--- config.mk ---
export PLATFORM = sky130hd
export DESIGN_NAME = fetch_queue_stage
export DESIGN_NICKNAME = d
export VERILOG_FILES = /design/src/rtl/pipe_pkg.sv /design/src/rtl/sync_fifo.sv /design/src/rtl/fetch_queue_stage.sv
export SDC_FILE = /design/constraint.sdc
export NUM_CORES = 1
export LEC_CHECK = 0
export CAP_MARGIN = 20
export CORE_UTILIZATION = 59
export DETAILED_ROUTE_END_ITERATION = 8
export HOLD_SLACK_MARGIN = 0.05
export PLACE_DENSITY = 0.85
export RECOVER_POWER = 25
export SLEW_MARGIN = 20
export SYNTH_ARGS = -nofsm -noshare
export SYNTH_HDL_FRONTEND = slang
export SYNTH_SLANG_ARGS = --single-unit
--- constraint.sdc ---
create_clock -name clk -period 10.3 [get_ports clk]
set_clock_uncertainty 0.05 [all_clocks]
set_input_delay 2.06 -clock clk [delete_from_list [all_inputs] [get_ports clk]]
set_output_delay 2.06 -clock clk [all_outputs]
set_load 0.02 [all_outputs]
--- src/rtl/pipe_pkg.sv ---
// rtl/pipe_pkg.sv - shared fetch-pipeline widths, reset PC and fetch-queue entry type
package pipe_pkg;
  localparam int XLEN_DEFAULT = 32;
  localparam int ILEN_DEFAULT = 32;
  localparam logic [XLEN_DEFAULT-1:0] RESET_PC_DEFAULT = 32'h0040_0000;
  localparam int PC_INC = 4;

  typedef struct packed {
    logic [ILEN_DEFAULT-1:0] instr;
    logic [XLEN_DEFAULT-1:0] pc;
  } fetch_entry_t;
endpackage

--- src/rtl/sync_fifo.sv ---
// rtl/sync_fifo.sv - registered circular-buffer FIFO with flush; DEPTH need not be a power of two
module sync_fifo #(
  parameter int WIDTH = 8,
  parameter int DEPTH = 4,
  localparam int PW = $clog2(DEPTH),
  localparam int CW = $clog2(DEPTH + 1)
) (
  input  logic             clk,
  input  logic             rst_n,
  input  logic             push,
  input  logic [WIDTH-1:0] push_data,
  input  logic             pop,
  input  logic             flush,
  output logic [WIDTH-1:0] pop_data,
  output logic [CW-1:0]    count,
  output logic             full,
  output logic             empty
);
  logic [WIDTH-1:0] mem [DEPTH];
  logic [PW-1:0]    rd_ptr;
  logic [PW-1:0]    wr_ptr;
  logic             do_push;
  logic             do_pop;

  // Pointers wrap explicitly so non-power-of-two depths index only valid slots.
  function automatic logic [PW-1:0] next_ptr(input logic [PW-1:0] p);
    return (p == PW'(DEPTH - 1)) ? '0 : p + 1'b1;
  endfunction

  assign empty    = (count == '0);
  assign full     = (count == CW'(DEPTH));
  assign do_pop   = pop && !empty;
  assign do_push  = push && (!full || do_pop);
  assign pop_data = mem[rd_ptr];

  always_ff @(posedge clk) begin
    if (!rst_n || flush) begin
      rd_ptr <= '0;
      wr_ptr <= '0;
      count  <= '0;
    end else begin
      if (do_push) wr_ptr <= next_ptr(wr_ptr);
      if (do_pop) rd_ptr <= next_ptr(rd_ptr);
      if (do_push && !do_pop) count <= count + 1'b1;
      else if (do_pop && !do_push) count <= count - 1'b1;
    end
  end

  always_ff @(posedge clk) begin
    if (rst_n && !flush && do_push) mem[wr_ptr] <= push_data;
  end
endmodule

--- src/rtl/fetch_queue_stage.sv ---
// rtl/fetch_queue_stage.sv - PC owner issuing credit-limited imem fetches into a decode-facing queue
module fetch_queue_stage
  import pipe_pkg::*;
#(
  parameter int                XLEN     = XLEN_DEFAULT,
  parameter int                ILEN     = ILEN_DEFAULT,
  parameter int                DEPTH    = 4,
  parameter logic [XLEN-1:0]   RESET_PC = RESET_PC_DEFAULT,
  localparam int               CW       = $clog2(DEPTH + 1)
) (
  input  logic            clk,
  input  logic            rst_n,
  input  logic            redirect_valid,
  input  logic [XLEN-1:0] redirect_pc,
  input  logic            stall_d,
  output logic            imem_req_valid,
  output logic [XLEN-1:0] imem_req_addr,
  input  logic            imem_req_ready,
  input  logic            imem_rsp_valid,
  input  logic [ILEN-1:0] imem_rsp_data,
  output logic            instr_valid_d,
  output logic [ILEN-1:0] instr_d,
  output logic [XLEN-1:0] pc_d,
  output logic [CW-1:0]   queue_count
);
  localparam logic [CW:0] DEPTH_W = (CW + 1)'(DEPTH);

  logic [XLEN-1:0] pc;
  logic [XLEN-1:0] rsp_pc;
  logic [XLEN-1:0] redirect_target;
  logic [CW-1:0]   outstanding;
  logic [CW-1:0]   discard;
  logic [CW:0]     in_flight;
  logic            req_fire;
  logic            rsp_keep;
  logic            push;
  logic            pop;
  logic            full;
  logic            empty;
  fetch_entry_t    push_entry;
  fetch_entry_t    head;
  logic            unused_redirect_lsbs;

  assign unused_redirect_lsbs = ^redirect_pc[1:0];
  assign redirect_target      = {redirect_pc[XLEN-1:2], 2'b00};

  // Discarded responses still occupy imem but never land in the queue, so they earn back credit.
  assign in_flight      = {1'b0, queue_count} + {1'b0, outstanding} - {1'b0, discard};
  assign imem_req_valid = rst_n && !redirect_valid && (in_flight < DEPTH_W);
  assign imem_req_addr  = pc;
  assign req_fire       = imem_req_valid && imem_req_ready;

  assign rsp_keep   = imem_rsp_valid && (discard == '0);
  assign push       = rsp_keep && !redirect_valid;
  assign pop        = instr_valid_d && !stall_d && !redirect_valid;
  assign push_entry = '{instr: imem_rsp_data, pc: rsp_pc};

  assign instr_valid_d = !empty;
  assign instr_d       = head.instr;
  assign pc_d          = head.pc;

  sync_fifo #(
    .WIDTH($bits(fetch_entry_t)),
    .DEPTH(DEPTH)
  ) u_queue (
    .clk      (clk),
    .rst_n    (rst_n),
    .push     (push),
    .push_data(push_entry),
    .pop      (pop),
    .flush    (redirect_valid),
    .pop_data (head),
    .count    (queue_count),
    .full     (full),
    .empty    (empty)
  );

  always_ff @(posedge clk) begin
    if (!rst_n) begin
      pc          <= RESET_PC;
      rsp_pc      <= RESET_PC;
      outstanding <= '0;
      discard     <= '0;
    end else if (redirect_valid) begin
      // A response landing this cycle is the oldest in flight and is dropped here, not counted.
      pc          <= redirect_target;
      rsp_pc      <= redirect_target;
      outstanding <= outstanding - CW'(imem_rsp_valid);
      discard     <= outstanding - CW'(imem_rsp_valid);
    end else begin
      if (req_fire) pc <= pc + XLEN'(PC_INC);
      if (rsp_keep) rsp_pc <= rsp_pc + XLEN'(PC_INC);
      else if (imem_rsp_valid) discard <= discard - 1'b1;
      outstanding <= outstanding + CW'(req_fire) - CW'(imem_rsp_valid);
    end
  end

  always_ff @(posedge clk) begin
    if (rst_n && !redirect_valid) assert (!(rsp_keep && full && !pop));
  end
endmodule

* Yosys cells after proc, flatten, opt, wreduce, memory -nomap -nowiden
Memory sizes are Yosys's and may differ from the RTL's. A register that Yosys moved wholly into a read port is not among the register bits.
Cells that the tools add are included.
** Word-level totals
- Memory bits (writable) :: 256
- Register bits after elaboration :: 77
- Input port bits :: 70
- Memories :: 1
- Logic and storage cells :: 73
** Cells by class
- Add/sub/neg operators :: 12
- Bitwise operators :: 1
- Multiplexer cells :: 16
- Equal/unequal tests :: 4
- Reductions and logical operators :: 29
- Magnitude comparators :: 1
** Memory list
- u_queue.mem :: words 4, bits a word 64, read ports 1, clocked after memory_dff 1, wr ports 1, RTL line sync_fifo.sv:19 : logic [WIDTH-1:0] mem [DEPTH];
** Operator list (number)
- 2-to-1 mux 32 bit :: 4
- adder 32 x 3 -> 32 bit (second input constant) :: 2
- 2-to-1 mux 3 bit :: 6
- logical AND 1 bit :: 12
- 2-to-1 mux 2 bit :: 4
- nonzero test 2 bit :: 4
- logical NOT 1 bit :: 7
- logical NOT 3 bit :: 2
- subtractor 3 x 1 -> 3 bit :: 2
- subtractor 3 x 1 -> 3 bit (second input constant) :: 2
- adder 2 x 1 -> 2 bit (second input constant) :: 2
- adder 3 x 3 -> 4 bit :: 1
- equality test 2 bit (second input constant) :: 2
- < comparator 4 x 3 -> 1 bit (second input constant) :: 1
- subtractor 4 x 3 -> 4 bit :: 1
- adder 3 x 1 -> 3 bit :: 1
- adder 3 x 1 -> 3 bit (second input constant) :: 1
- equality test 3 bit (second input constant) :: 1
- logical OR 1 bit :: 2
- 2-to-1 mux 1 bit :: 2
- inequality test 2 bit (second input constant) :: 1
- AND reduction 2 bit :: 1
- OR reduction 2 bit :: 1
- NOT 1 bit :: 1

* Longest topological paths before layout
- Depth after elaboration :: 11
- Depth in mapped cells :: 16
- Mapped depth without buffers :: 15

* Hierarchy
Synthesis repeated with hierarchy kept, for this count alone.
** Unflattened totals
- Cells, all modules :: 882
- Area total of the unflattened synthesis :: 13683.1 µm²
** By module, submodules not included
- sync_fifo :: sequential area each 7867.5 µm², area an instance 9689.3 µm², times used 1, cells each 384
- fetch_queue_stage :: sequential area each 1321.3 µm², area an instance 3993.8 µm², times used 1, cells each 498

* Least setup slack after synthesis
OpenSTA, ideal clock, no wires.
- Path kind :: input to output
- Start :: input redirect_valid
- End :: output imem_req_valid
- Data arrival time :: 2.868 ns
- Path buffers :: 1
- Stages on the path :: 4
- Setup slack :: 5.322 ns
- Cells stage by stage :: nand2b_1 buf_2 nor3_1 and2_1
** Between the ends
- Longest elaborated chain between the ends :: 3
** RTL lines
- start: declaration :: RTL line fetch_queue_stage.sv:13 : input logic redirect_valid,
- logical NOT 1 bit :: RTL line fetch_queue_stage.sv:49 : assign imem_req_valid = rst_n && !redirect_valid && (in_flight < DEPTH_W);
- logical AND 1 bit (2 in a row) :: RTL line fetch_queue_stage.sv:49
- end: declaration :: RTL line fetch_queue_stage.sv:16 : output logic imem_req_valid,
Every way passes these cells.

* Worst setup path after layout
Same ends and word-level chain as after synthesis.

==> out/summary.md <==
The slowest stage of the critical path belongs to the cell sky130_fd_sc_hd__clkdlybuf4s50_1. The die is 151 µm tall. Setup repair after global routing left no endpoint under its margin. The via count of the first global-routing pass was 7,760; the total area of multi-input combinational cells was 3900 µm². The tools report the count of cell types in the netlist as 50. The first-pass iteration count of the detailed router was 6. The detail-routed net length per standard cell is 19.8 µm, and the combinational share of power is 8.9%. The die covers 22,800 µm².

Of the synthesized area, sequential elements account for 68.3%. For this run, the leading register cell type out of synthesis is sky130_fd_sc_hd__edfxtp_1. For the net count of the finished layout, the log shows 1,090. The critical path launch point type is an input port. The antenna diode count was 0.

The portion of total power attributed to the clock network was 39.3%; the minimum setup slack among reg-to-reg paths was 6.38 ns. The placed wire-length estimate came out at 16,000 µm. The critical path goes through clkdlybuf4s50_1, nand2b_1, nor3_1, and2_1, clkdlybuf4s50_1.

The final sum of negative setup slack came out at 0 ns. The worst min-delay path category is reg -> reg. The origin of the worst min-delay path is imem_req_addr[31]. The net switching fraction of the power is 22.5%. The commonest cells after synthesis are 248 x sky130_fd_sc_hd__edfxtp_1, 75 x sky130_fd_sc_hd__dfxtp_1, 62 x sky130_fd_sc_hd__mux4_2, 47 x sky130_fd_sc_hd__a21oi_1, 44 x sky130_fd_sc_hd__o21ai_0.

Once detail routing completed, the nets flagged for antenna violations numbered 0. The first global-routing pass estimated 40,500 µm of wire. Global routing used 23.3% of the available tracks. The area of the core region was 21,800 µm². After synthesis the netlist holds a flip-flop and latch count of 323. The run gives 0 as the number of pins with negative max-slew slack in the final report. The worst hold path terminates at imem_req_addr[31]. The dominant delay contributor by cell family on the critical path is buffers and inverters. At the pin with the least slew margin, the transition time is 0.924 ns. The flow ran to the end, and the final reports show no timing, DRC or antenna violations. The tree built by TritonCTS fans out to 323 sinks. TritonCTS built the clock tree. The placer's final routability congestion estimate is 0.881. By area the synthesized netlist is led by sky130_fd_sc_hd__edfxtp_1 57%, sky130_fd_sc_hd__dfxtp_1 11%, sky130_fd_sc_hd__mux4_2 11%.

Async set-reset flop share out of synthesis: 0%. The endpoint required time on the critical path is 8.19 ns, and the number of instances in the synthesized netlist is 828. After synthesis, the largest area contributor takes up 56.9% of total cell area. The internal portion of the total power is 2210 µW.

The number of H-tree levels was 1. In this run, post-CTS hold repair placed 0 buffers. The number of enable flip-flop cells after synthesis is 248, and the count of buffers added by post-CTS timing repair for setup is 0. Buffer cell driving the clock tree root: sky130_fd_sc_hd__clkbuf_16. Cell occurring most often along the worst timing path: sky130_fd_sc_hd__clkdlybuf4s50_1. The capturing point of the worst reg2reg path is outstanding[2].

The maximum buffer depth of the clock tree came out at 3. Of the cells placed in the final design, the portion with a size suffix greater than 1 is 13.4%. The logs give 0 for the number of antenna violations at the first check in global routing and 0 for the warning count from the yosys run. The startpoint identified for the worst register-to-register timing path is u_queue.count[1]. Data on the critical path arrives at its endpoint at 4.69 ns. Along the worst path, the maximum fanout reaches 20.

The delay of the slowest cell on the worst path works out to 0.81 ns. The die width was 151 µm; the aggregate routed wire length was 25,800 µm. The core occupancy in the finished layout is 73.5%, and the sequential cell area is 8950 µm². The synthesis-to-finish area growth was 22.5%; the total net switching power was 641 µW. The critical path contains buffers and inverters numbering 2 combined. In the post-synthesis netlist, the cell with the most instances is sky130_fd_sc_hd__edfxtp_1. The final global-route overflow total came out at 0. The worst hold path passes through 2 cells.

The worst reg-to-reg path cell count was 16; the power density over cell area was 178 nW/µm². The post-synth design cell area was 13,100 µm². In this run, flip-flops and latches consume 51.7% of the power. Using the TritonRoute via totals, the vias-per-cell ratio works out to 5.95.

The tools report the maximum achievable frequency as 0.147 GHz. Site row count: 54. Maximum vdd drop: 0.114 mV. The cell type with the largest total area after synthesis was sky130_fd_sc_hd__edfxtp_1. Summed over all cells, the static leakage comes to 0.00518 µW. After layout, the worst path uses 66.0% of the clock period. STA classifies the critical path endpoint as an output pin. For the number of top-level pins, the log shows 171. The number of gates resized after cts came out at 0. For the worst-skew pair, the clock arrives at the later sink with an insertion delay of 0.55 ns.

Headroom to the max-slew limit came out at 38.4%. After clock tree synthesis, the clock-pin slew on the worst setup and hold paths is 0.06 ns. The total count of hold-check failures in the final report was 0; the final setup violation count was 0. The worst setup path is of the in -> out kind. The DRC violations left was 0; the number of buffers created by CTS was 31. Each instance of the synthesized netlist takes up on average 15.8 µm². Minimum period implied by the final worst setup slack: 6.80 ns. Fill cells in the final layout number 1,359. The routed layout has 7,753 vias. After the first detailed-routing iteration, the DRC count stood at 577. Entering global routing, the biggest net connects 64 pins.

The starting density of the core was 60.0%. The count of input and output buffers is 164, and the number of max-cap violations is 0.
## final cells by class
class                   count  area share [%]
flip-flops and latches    323            55.8
well taps                 280            2.18
repair buffers            174            10.7
clock inverters            14            1.01
clock buffers              44            5.39
multi-input cells         445            24.3
inverters                  24           0.562
## worst reg2reg max path, delay by kind of cell, from the launching register on
kind                     cells  cell delay [ns]
adder cells (fa/ha/maj)      5             1.60
flip-flops                   1             0.42
XOR/XNOR                     2             0.30
buffers and inverters        4             0.46
AO/OA/AOI/OAI                2             0.39
AND/OR/NAND/NOR              3             0.59
## cells by family after synthesis
group,share of synthesized area [%]
AOI/OAI and AO/OA,4.82
and+or+nand+nor,8.20
DFF,68.3
xor gates and xnor gates,3.34
buffers and inverters,2.00
adders and majority gates,2.24
muxes,11.0
other,0.0286
## power by group through the flow
| stage | clock, µW | combinational, µW | sequential, µW |
|---|---|---|---|
| final | 1120 | 255 | 1480 |
| after global placement | 0 | 249 | 1500 |
| after CTS | 1140 | 257 | 1470 |
| after global routing | 1190 | 278 | 1480 |
| after floorplan | 0 | 142 | 1500 |
| after detailed placement | 0 | 254 | 1500 |
## worst max path at each step
| stage | from | to | slack (ns) | cells past startpoint |
|---|---|---|---|---|
| floorplan | redirect_valid | imem_req_valid | 5.32 | 4 |
| global placement | redirect_valid | imem_req_valid | 3.60 | 5 |
| detailed placement | redirect_valid | imem_req_valid | 3.58 | 5 |
| CTS | redirect_valid | imem_req_valid | 3.53 | 5 |
| global route | redirect_valid | imem_req_valid | 3.38 | 5 |
| finish | redirect_valid | imem_req_valid | 3.50 | 5 |
## metrics by stage
stage | cell area, µm² | hold WS [ns] | worst slack [ns] | total power, µW | std cells
floorplan | 13100 | 0.419 | 5.32 | 1640 | 831
global placement | 15000 | 0.462 | 3.60 | 1750 | 1246
detailed placement | 15000 | 0.465 | 3.58 | 1760 | 1246
CTS | 16000 | 0.480 | 3.53 | 2870 | 1304
global route | 16000 | 0.514 | 3.38 | 2950 | 1304
finish | 16000 | 0.482 | 3.50 | 2850 | 1304
## cells in the final DEF, fill, tap and decap left out, types with 3 or more instances in the layout
cell type                           n
sky130_fd_sc_hd__dfxtp_1           73
sky130_fd_sc_hd__nor4_1             5
sky130_fd_sc_hd__clkbuf_8           4
sky130_fd_sc_hd__and3_1             7
sky130_fd_sc_hd__xnor2_1           23
sky130_fd_sc_hd__and2_2             4
sky130_fd_sc_hd__bufinv_16          3
sky130_fd_sc_hd__fa_1               4
sky130_fd_sc_hd__o31ai_1            4
sky130_fd_sc_hd__dlygate4sd3_1     12
sky130_fd_sc_hd__mux4_2            62
sky130_fd_sc_hd__clkbuf_1           9
sky130_fd_sc_hd__nand2_1           43
sky130_fd_sc_hd__inv_1             23
sky130_fd_sc_hd__a21boi_0           4
sky130_fd_sc_hd__nor2_1            21
sky130_fd_sc_hd__or2_2              3
sky130_fd_sc_hd__nand4_1           22
sky130_fd_sc_hd__and4_1             4
sky130_fd_sc_hd__a21oi_1           47
sky130_fd_sc_hd__or3_1             11
sky130_fd_sc_hd__conb_1             4
sky130_fd_sc_hd__mux2i_1            5
sky130_fd_sc_hd__nor3_1            18
sky130_fd_sc_hd__clkbuf_16         31
sky130_fd_sc_hd__edfxtp_1         248
sky130_fd_sc_hd__nand2b_1           3
sky130_fd_sc_hd__or4_1              5
sky130_fd_sc_hd__clkinvlp_4         3
sky130_fd_sc_hd__nand4b_1           4
sky130_fd_sc_hd__ha_1              17
sky130_fd_sc_hd__a31oi_1           13
sky130_fd_sc_hd__o21ai_0           44
sky130_fd_sc_hd__clkinv_2           5
sky130_fd_sc_hd__xor2_1            27
sky130_fd_sc_hd__clkdlybuf4s50_1  152
sky130_fd_sc_hd__nand3_1           18
sky130_fd_sc_hd__buf_4             10
## state kept, by name, summed over array words and instances, names as in the netlist, named ones only
name / flops
rsp_pc: 30
u_queue.wr_ptr: 2
u_queue.rd_ptr: 2
u_queue.mem: 248
u_queue.count: 3
outstanding: 3
imem_req_addr: 30
discard: 3
## layer usage
layer	GRT usage [%]	wire (µm)	share of wire [%]
met5	0	0	0
met4	6.25	421	1.6
met3	3.83	1960	7.6
met2	39.4	12800	49
met1	31.5	10700	41
Note: power is estimated with default switching activity, not from simulation.
